**config.mk**
```make
export PLATFORM = sky130hd
export DESIGN_NAME = uart_sample_sequencer
export DESIGN_NICKNAME = d
export VERILOG_FILES = /design/src/rtl/uart_audio_pkg.sv /design/src/rtl/sample_fifo.sv /design/src/rtl/uart_sample_sequencer.sv
export SDC_FILE = /design/constraint.sdc
export NUM_CORES = 1
export LEC_CHECK = 0
export ABC_AREA = 1
export CAP_MARGIN = 20
export CELL_PAD_IN_SITES_DETAIL_PLACEMENT = 0
export CELL_PAD_IN_SITES_GLOBAL_PLACEMENT = 1
export CORE_UTILIZATION = 49
export DETAILED_ROUTE_END_ITERATION = 6
export PLACE_DENSITY_LB_ADDON = 0.1
export SYNTH_ARGS = -nofsm -noshare
export SYNTH_HDL_FRONTEND = slang
export SYNTH_HIERARCHICAL = 1
export SYNTH_SLANG_ARGS = --single-unit
```
**constraint.sdc**
```tcl
create_clock -name in_clk -period 4.3 [get_ports in_clk]
set_clock_uncertainty 0.1 [all_clocks]
set_input_delay 0.86 -clock in_clk [delete_from_list [all_inputs] [get_ports in_clk]]
set_output_delay 0.86 -clock in_clk [all_outputs]
set_load 0.02 [all_outputs]
```
**src/rtl/uart_audio_pkg.sv**
```systemverilog
// Shared constants and helpers for the UART-to-audio sample path.
package uart_audio_pkg;

  localparam int BYTE_W             = 8;
  localparam int DEF_BPS            = 24;
  localparam int DEF_FIFO_DEPTH     = 16;
  localparam int DEF_TIMEOUT_CYCLES = 10000;

  // Byte-index width for a bps-bit sample; at least 1 bit even for 8-bit samples.
  function automatic int idx_width(input int bps);
    int nb;
    nb = bps / BYTE_W;
    return (nb > 1) ? $clog2(nb) : 1;
  endfunction

endpackage

```
**src/rtl/sample_fifo.sv**
```systemverilog
// Single-clock sample FIFO: push/pop, level count, full/empty; head is read combinationally.
module sample_fifo
  import uart_audio_pkg::*;
#(
  parameter  int W     = DEF_BPS,
  parameter  int DEPTH = DEF_FIFO_DEPTH,
  localparam int PTR_W = $clog2(DEPTH),
  localparam int LVL_W = $clog2(DEPTH + 1)
) (
  input  logic             in_clk,
  input  logic             in_rst,
  input  logic             in_push,
  input  logic [W-1:0]     in_data,
  input  logic             in_pop,
  output logic [W-1:0]     out_head,
  output logic [LVL_W-1:0] out_level,
  output logic             out_full,
  output logic             out_empty
);

  logic [W-1:0]     mem_q [DEPTH];
  logic [PTR_W-1:0] wr_ptr_q, rd_ptr_q;
  logic [LVL_W-1:0] level_q;
  logic             push_ok, pop_ok;

  assign out_full  = (level_q == LVL_W'(DEPTH));
  assign out_empty = (level_q == '0);
  // A full FIFO still accepts a push when a pop frees the head slot in the same cycle.
  assign pop_ok    = in_pop && !out_empty;
  assign push_ok   = in_push && (!out_full || pop_ok);

  always_ff @(posedge in_clk) begin
    if (in_rst) begin
      wr_ptr_q <= '0;
      rd_ptr_q <= '0;
      level_q  <= '0;
    end else begin
      if (push_ok) wr_ptr_q <= wr_ptr_q + PTR_W'(1);
      if (pop_ok)  rd_ptr_q <= rd_ptr_q + PTR_W'(1);
      level_q <= level_q + LVL_W'(push_ok) - LVL_W'(pop_ok);
    end
  end

  // NOTE: storage is deliberately not reset; the level gates every read, so stale words are never seen.
  always_ff @(posedge in_clk) begin
    if (push_ok) mem_q[wr_ptr_q] <= in_data;
  end

  assign out_head  = mem_q[rd_ptr_q];
  assign out_level = level_q;

endmodule

```
**src/rtl/uart_sample_sequencer.sv**
```systemverilog
// Assembles little-endian UART bytes into samples, buffers them and releases one per request.
// Optional inter-byte timeout resync is enabled by defining UART_SEQ_TIMEOUT_EN.
module uart_sample_sequencer
  import uart_audio_pkg::*;
#(
  parameter  int BPS            = DEF_BPS,
  parameter  int FIFO_DEPTH     = DEF_FIFO_DEPTH,
  parameter  int TIMEOUT_CYCLES = DEF_TIMEOUT_CYCLES,
  localparam int NB             = BPS / BYTE_W,
  localparam int IDX_W          = idx_width(BPS),
  localparam int LVL_W          = $clog2(FIFO_DEPTH + 1)
) (
  input  logic              in_clk,
  input  logic              in_rst,
  input  logic              in_uart_ready,
  input  logic [BYTE_W-1:0] in_uart_frame,
  input  logic              in_sample_req,
  input  logic              in_status_clr,
  output logic [BPS-1:0]    out_sample,
  output logic              out_sample_valid,
  output logic [LVL_W-1:0]  out_fifo_level,
  output logic              out_overflow,
  output logic              out_underrun,
  output logic              out_resync
);

  logic [IDX_W-1:0] idx_q, idx_d;
  logic [BPS-1:0]   part_q, part_d, word;
  logic [BPS-1:0]   sample_q, head;
  logic             valid_q, overflow_q, underrun_q;
  logic             byte_last, push, pop, fifo_full, fifo_empty, timeout_fire;

  assign byte_last = (idx_q == IDX_W'(NB - 1));
  assign push      = in_uart_ready && byte_last;
  assign pop       = in_sample_req && !fifo_empty;

  // NOTE: combinational blocks use blocking '=' and assign every output first, so no latch is inferred.
  always_comb begin
    word = part_q;
    word[BYTE_W*(NB-1) +: BYTE_W] = in_uart_frame;
  end

  always_comb begin
    idx_d  = idx_q;
    part_d = part_q;
    if (in_uart_ready) begin
      if (byte_last) begin
        idx_d = '0;
      end else begin
        part_d[int'(idx_q)*BYTE_W +: BYTE_W] = in_uart_frame;
        idx_d = idx_q + IDX_W'(1);
      end
    end else if (timeout_fire) begin
      idx_d = '0;
    end
  end

`ifdef UART_SEQ_TIMEOUT_EN
  localparam int CNT_W = $clog2(TIMEOUT_CYCLES + 1);
  logic [CNT_W-1:0] cnt_q, cnt_d;
  logic             resync_q;

  // A byte strobe always takes priority over a timeout firing in the same cycle.
  always_comb begin
    cnt_d        = '0;
    timeout_fire = 1'b0;
    if (!in_uart_ready && idx_q != '0) begin
      if (cnt_q == CNT_W'(TIMEOUT_CYCLES - 1)) timeout_fire = 1'b1;
      else                                     cnt_d        = cnt_q + CNT_W'(1);
    end
  end

  always_ff @(posedge in_clk) begin
    if (in_rst) begin
      cnt_q    <= '0;
      resync_q <= 1'b0;
    end else begin
      cnt_q    <= cnt_d;
      resync_q <= timeout_fire;
    end
  end

  assign out_resync = resync_q;
`else
  logic unused_timeout;
  assign unused_timeout = ^TIMEOUT_CYCLES;
  assign timeout_fire   = 1'b0;
  assign out_resync     = 1'b0;
`endif

  sample_fifo #(
    .W     (BPS),
    .DEPTH (FIFO_DEPTH)
  ) u_fifo (
    .in_clk    (in_clk),
    .in_rst    (in_rst),
    .in_push   (push),
    .in_data   (word),
    .in_pop    (pop),
    .out_head  (head),
    .out_level (out_fifo_level),
    .out_full  (fifo_full),
    .out_empty (fifo_empty)
  );

  always_ff @(posedge in_clk) begin
    if (in_rst) begin
      idx_q      <= '0;
      part_q     <= '0;
      sample_q   <= '0;
      valid_q    <= 1'b0;
      overflow_q <= 1'b0;
      underrun_q <= 1'b0;
    end else begin
      idx_q      <= idx_d;
      part_q     <= part_d;
      valid_q    <= pop;
      if (pop) sample_q <= head;
      // Sticky flags: a new set event in the clearing cycle wins over the clear.
      overflow_q <= (overflow_q && !in_status_clr) || (push && fifo_full && !pop);
      underrun_q <= (underrun_q && !in_status_clr) || (in_sample_req && fifo_empty);
    end
  end

  assign out_sample       = sample_q;
  assign out_sample_valid = valid_q;
  assign out_overflow     = overflow_q;
  assign out_underrun     = underrun_q;

endmodule

```
# Word-level counts from Yosys, hierarchy flattened
# Memory sizes are Yosys's and may differ from the RTL's. A register that Yosys moved wholly into a read port is not among the register bits.
# Index checks and enable logic that the tools add are counted.
[classes]
addsub = 6
shifts = 2
bitwise = 1
n_reduce_logical = 18
n_eq_ne = 2
muxes = 4
[ops]
columns = ["op", "n"]
rows = [
  ["$neg 5->33", 1],
  ["$shift 8x33->24 const A", 1],
  ["$shiftx 8x33->24", 1],
  ["$bwmux 24", 1],
  ["$logic_and 1x1->1", 9],
  ["$add 4x1->4 const B", 2],
  ["$add 5x1->5", 1],
  ["$eq 5x5->1 const B", 1],
  ["$logic_not 5->1", 1],
  ["$sub 5x1->5", 1],
  ["$logic_not 1->1", 4],
  ["$logic_or 1x1->1", 3],
  ["$add 2x1->2 const B", 1],
  ["$eq 2x2->1 const B", 1],
  ["$mux 1", 2],
  ["$mux 2", 1],
  ["$reduce_and 2->1", 1],
  ["$not 1->1", 1],
]
[totals]
mem_count = 1
in_bits = 13
out_inout_bits = 33
ramBits = 384
ff_bits = 42
[memory_table]
columns = ["name", "depth", "word_bits", "read_ports", "rd_ports_with_merged_regs", "wr", "line_no", "source"]
rows = [
  ["u_fifo.mem_q", 16, 24, 1, 1, 1, "sample_fifo.sv:21", "logic [W-1:0] mem_q [DEPTH];"],
]

# Logic depth before layout (Yosys ltp)
[depth]
word_depth = 8
depth_mapped = 21

# By module
# Netlist, hierarchy kept.
[by_module_without_submodules]
columns = ["mod", "cells_each", "area_per_inst_um2", "instances"]
rows = [
  ["sample_fifo", 1680, 17301.6, 1],
  ["uart_sample_sequencer", 272, 1933.1, 1],
]

# Least setup slack after synthesis
# OpenSTA, ideal clock, no wires.
[synth_timing]
kind = "register -> register"
start = "register u_fifo.level_q[2] (netlist: u_fifo/out_level[2])"
end = "memory u_fifo/mem_q[0][0] in the netlist's numbering, enable pin"
arrival_ps = 2887
stages_incl_launch_ff = 15
period_less_slack_ps = 3392
n_path_buf = 1
required_time_ps = 3795
path_slack_ps = 908
path_cell_list = "dfxtp_1 > inv_1 > ha_1 > nand3_1 > inv_1 > inv_1 > nand2_2 > inv_2 > buf_4 > inv_1 > nand4_1 > nand2_1 > inv_1 > nand2_1 > nor2_1"
[synth_via]
elab_chain_cells = 8
elab_cells_between_ends = 10
cone_classes = "eq/ne (1); mux (2); reduce/logical (7)"
[synth_lines]
columns = ["element", "line_no", "source"]
rows = [
  ["start, declared", "sample_fifo.sv:23", "logic [LVL_W-1:0] level_q;"],
  ["start signal, assigned", "sample_fifo.sv:40", "level_q <= level_q + LVL_W'(push_ok) - LVL_W'(pop_ok);"],
  ["$logic_not 5->1", "sample_fifo.sv:27", "assign out_empty = (level_q == '0);"],
  ["net fifo_empty", "uart_sample_sequencer.sv:31", "logic byte_last, push, pop, fifo_full, fifo_empty, timeout_fire;"],
  ["$logic_not 1->1", "uart_sample_sequencer.sv:35", "assign pop = in_sample_req && !fifo_empty;"],
  ["$logic_and 1x1->1", "uart_sample_sequencer.sv:35", ""],
  ["net pop", "uart_sample_sequencer.sv:31", ""],
  ["$logic_and 1x1->1", "sample_fifo.sv:29", "assign pop_ok = in_pop && !out_empty;"],
  ["$logic_or 1x1->1", "sample_fifo.sv:30", "assign push_ok = in_push && (!out_full || pop_ok);"],
  ["$logic_and 1x1->1", "sample_fifo.sv:30", ""],
  ["$mux 1", "sample_fifo.sv:46", "if (push_ok) mem_q[wr_ptr_q] <= in_data;"],
  ["$mux 1 (not written as such)", "sample_fifo.sv:46", ""],
  ["end, declared", "sample_fifo.sv:21", ""],
]
# The timed path passes the listed nets, and every way through them passes these cells.

# Worst setup path after layout
[layout_timing]
start = "register u_fifo.level_q[2] (netlist: u_fifo/out_level[2])"
end = "memory u_fifo/mem_q[5][19] in the netlist's numbering, enable pin"
[layout_via]
elab_chain_cells = 8
elab_cells_between_ends = 10
cone_classes = "eq/ne (1); mux (2); reduce/logical (7)"
[layout_lines]
columns = ["element", "line_no"]
rows = [
  ["$logic_not 5->1 (*)", "sample_fifo.sv:27"],
  ["net fifo_empty", "uart_sample_sequencer.sv:31"],
  ["$logic_not 1->1 (*)", "sample_fifo.sv:29, uart_sample_sequencer.sv:35"],
  ["$logic_and 1x1->1", "uart_sample_sequencer.sv:35"],
  ["$logic_and 1x1->1 (*)", "sample_fifo.sv:29"],
  ["$logic_or 1x1->1 (*)", "sample_fifo.sv:30"],
  ["$logic_and 1x1->1 (*)", "sample_fifo.sv:30"],
  ["$mux 1 (*)", "sample_fifo.sv:46"],
  ["$mux 1 (not written as such) (*)", "sample_fifo.sv:46"],
]
# Mark *: on every way through the listed nets, which the timed path passes. The rest lies on a longest branch.

==> impl_metrics.py <==
metrics = {
    "synthesis": {
        "yosysSeqAreaShare_pct": 66.4,
        "synth-seq-cells": 446,
        "synthCells": 1952,
        "synth_top_area_cell": "edfxtp_1",
        "syn-num-nets": 1982,
        "synthDistinctLibCells": 28,
        "netlist_top_cells_count": "575 x nand2_1, 384 x edfxtp_1, 345 x inv_1",
        "yosysMostFrequentCell": "nand2_1",
        "synth_top_area_share_pct": 59.9,
        "synth_area_um2": 19200,
        "synth_flop_cell": "edfxtp_1",
        "synth_edf_count": 384,
        "yosysWarnings": 6,
        "synth_async_sr_flop_share_pct": 0,
        "synth_area_leaders": "edfxtp_1 60%, nand2_1 11%, nand3_1 7.7%, inv_1 6.7%, dfxtp_1 6.5%",
        "avgSynthCellArea_um2": 9.85,
    },
    "global_routing": {
        "grt_max_degree": 118,
        "grt.busiest_layer": "met2",
        "grt_pass1_wl_um": 73500,
        "grt_pass1_vias": 12200,
        "antenna_found_initial": 0,
        "gr-usage-met2_pct": 37.8,
        "track_usage_pct": 24.5,
        "grt-ovfl-total": 0,
        "use_met3_pct": 4.93,
        "grtUsageMet1_pct": 35.6,
    },
    "cells_and_area": {
        "fillers": 3433,
        "utilization_pct": 56.2,
        "layout-drive-gt1-share_pct": 6.10,
        "diodes": 0,
        "syn_to_final_growth_pct": 12.9,
        "layout.cells.non_filler": 2535,
        "fin_area_um2": 21700,
        "final_nets": 2009,
    },
    "drt": {
        "routed_wl_um": 48700,
        "dr.pass1.iters": 5,
        "ant_nets": 0,
        "vias_per_cell": 5.11,
        "wl_per_cell_um": 19.2,
        "vias": 13000,
        "drtIter0Drc": 1093,
        "drc": 0,
    },
    "worst_setup_path": {
        "cp_max_fo": 24,
        "required_ps": 4400,
        "endpoint_kind": "flop",
        "cp_common_cell": "inv_1",
        "arrival_ps": 3350,
        "r2r_cells": 13,
        "cp-startpoint": "u_fifo/out_level[2]",
        "critPathMaxStageDelay_ps": 720,
        "worstSetupPathType": "flop to flop",
        "cp_slowest_cell": "nor2_4",
        "timing.rr.start": "u_fifo/out_level[2]",
        "path_cells": "inv_1 > ha_1 > nand3_1 > inv_1 > inv_1 > nand2_2 > inv_2 > inv_1 > nand4_1 > nand2_1 > inv_1 > nand2_1 > nor2_4",
        "worstSetupStartpointType": "flop",
    },
    "clock_tree": {
        "cts.sinks": 446,
        "postCtsSetupRepairBufs": 0,
        "htree_levels": 2,
        "cts_tree": "built",
        "clk_pin_slew_worst_paths_ps": 60,
        "clk_latency_ps": 570,
        "clock_path_buffers": 3,
        "numCtsBuffers": 47,
        "clockRootBuffer": "clkbuf_16",
        "cts.repair.resized": 0,
        "holdBufCountCts": 0,
    },
    "timing": {
        "min_period_ps": 3250,
        "tightest_slew_ps": 1130,
        "fin_crit_sh_pct": 75.5,
        "worst_slack_ps": 1050,
        "tns_ps": 0,
        "relSlewSlack_pct": 24.7,
        "setup_viol": 0,
        "rsz0062_at_grt": "false",
        "hold_viol": 0,
        "maxSlewViolCount": 0,
        "fmax_mhz": 308,
        "holdWs_ps": 376,
    },
    "flow_run": {
        "drv_cap": 0,
    },
    "placed_design": {
        "portBuffers": 44,
        "gp_congestion": 0.807,
        "dp.cells": 2448,
        "dpl_cell_area_um2": 20200,
        "post-place-ws_ps": 515,
        "hpwl_um": 28800,
    },
    "floorplanning": {
        "core_area_um2": 38600,
        "ios": 46,
        "chipHeight_um": 200,
        "die_w_um": 200,
        "initial_core_util_pct": 49.8,
        "die_area_um2": 40100,
        "placementRows": 72,
    },
    "hold_path": {
        "hold_start": "out_underrun",
        "worstHoldPathCells": 2,
        "hold_path.class": "flop to flop",
    },
    "run_status": {
        "outcome": "completed",
    },
    "power": {
        "ir_worst_vdd_mv": 0.313,
        "total_power_mw": 12.0,
        "p_leak_nw": 9.25,
        "p_per_area_nw_per_um2": 552,
    },
}
[power breakdown]
part	internal [mW]	switching [mW]
clock	2.25	1.65
combinational	0.943	1.98
sequential	4.87	0.286
[sequential cells by signal, summed over array words and instances (netlist names), named ones only]
register	count
idx_q	2
out_sample_valid	1
out_sample	24
out_underrun	1
u_fifo/wr_ptr_q	4
u_fifo/rd_ptr_q	4
part_q	16
u_fifo/out_level	5
out_overflow	1
u_fifo/mem_q	384
[cell usage in the layout (no fill, tap or decap), drive strengths merged]
master         Yosys  final
nand2            576    576
edfxtp           384    384
inv              349    348
nand3            299    299
nor2             111    111
dfxtp             62     62
clkbuf            13     61
clkdlybuf4s50      0     44
o21ai             29     29
buf               78     25
clkinv             1     23
a21oi             20     20
ha                16     16
nand4              7      7
clkinvlp           0      3
xor2               3      3
bufinv             0      2
conb               1      1
nand3b             1      1
xnor2              1      1
fa                 1      1
[critical path: cells and delay by family (launching register included)]
family	cells	cell delay [ps]
adders and majority gates	1	220
buffers and inverters	6	570
DFF	1	350
and+or+nand+nor	6	1610
[per-layer routing]
| metal | wire length, um | part of all wire [%] |
|---|---|---|
| met1 | 22400 | 46 |
| met2 | 22200 | 45 |
| met3 | 3280 | 6.7 |
| met4 | 901 | 1.8 |
| met5 | 0 | 0 |
[area by class of cell]
cell class                      instances  area [um2]  area share [%]
Sequential cell                       446       12800            58.8
Tap cell                              518         648            2.98
Inverter                              350        1320            6.08
Clock buffer                           61        1300            6.00
Clock inverter                         26         175           0.806
Timing Repair Buffer                   69         716            3.29
Multi-Input combinational cell       1065        4780            22.0
[cell families after synthesis]
family	count (synthesis)	synth area share [%]
fa+ha+maj	17	1.14
simple gates	994	21.5
compound gates	49	1.35
buf+inv	441	9.38
xor+xnor	4	0.182
flops	446	66.4
other cells	1	0.0195
[worst paths after layout]
check | end | slack, ps
setup / recovery | u_fifo/mem_q[5][19] | 1050
hold / removal | out_underrun | 380
setup reg to reg | u_fifo/mem_q[5][19] | 1050
hold reg to reg | out_underrun | 380
No activity file was read; power rests on OpenSTA's default activity.
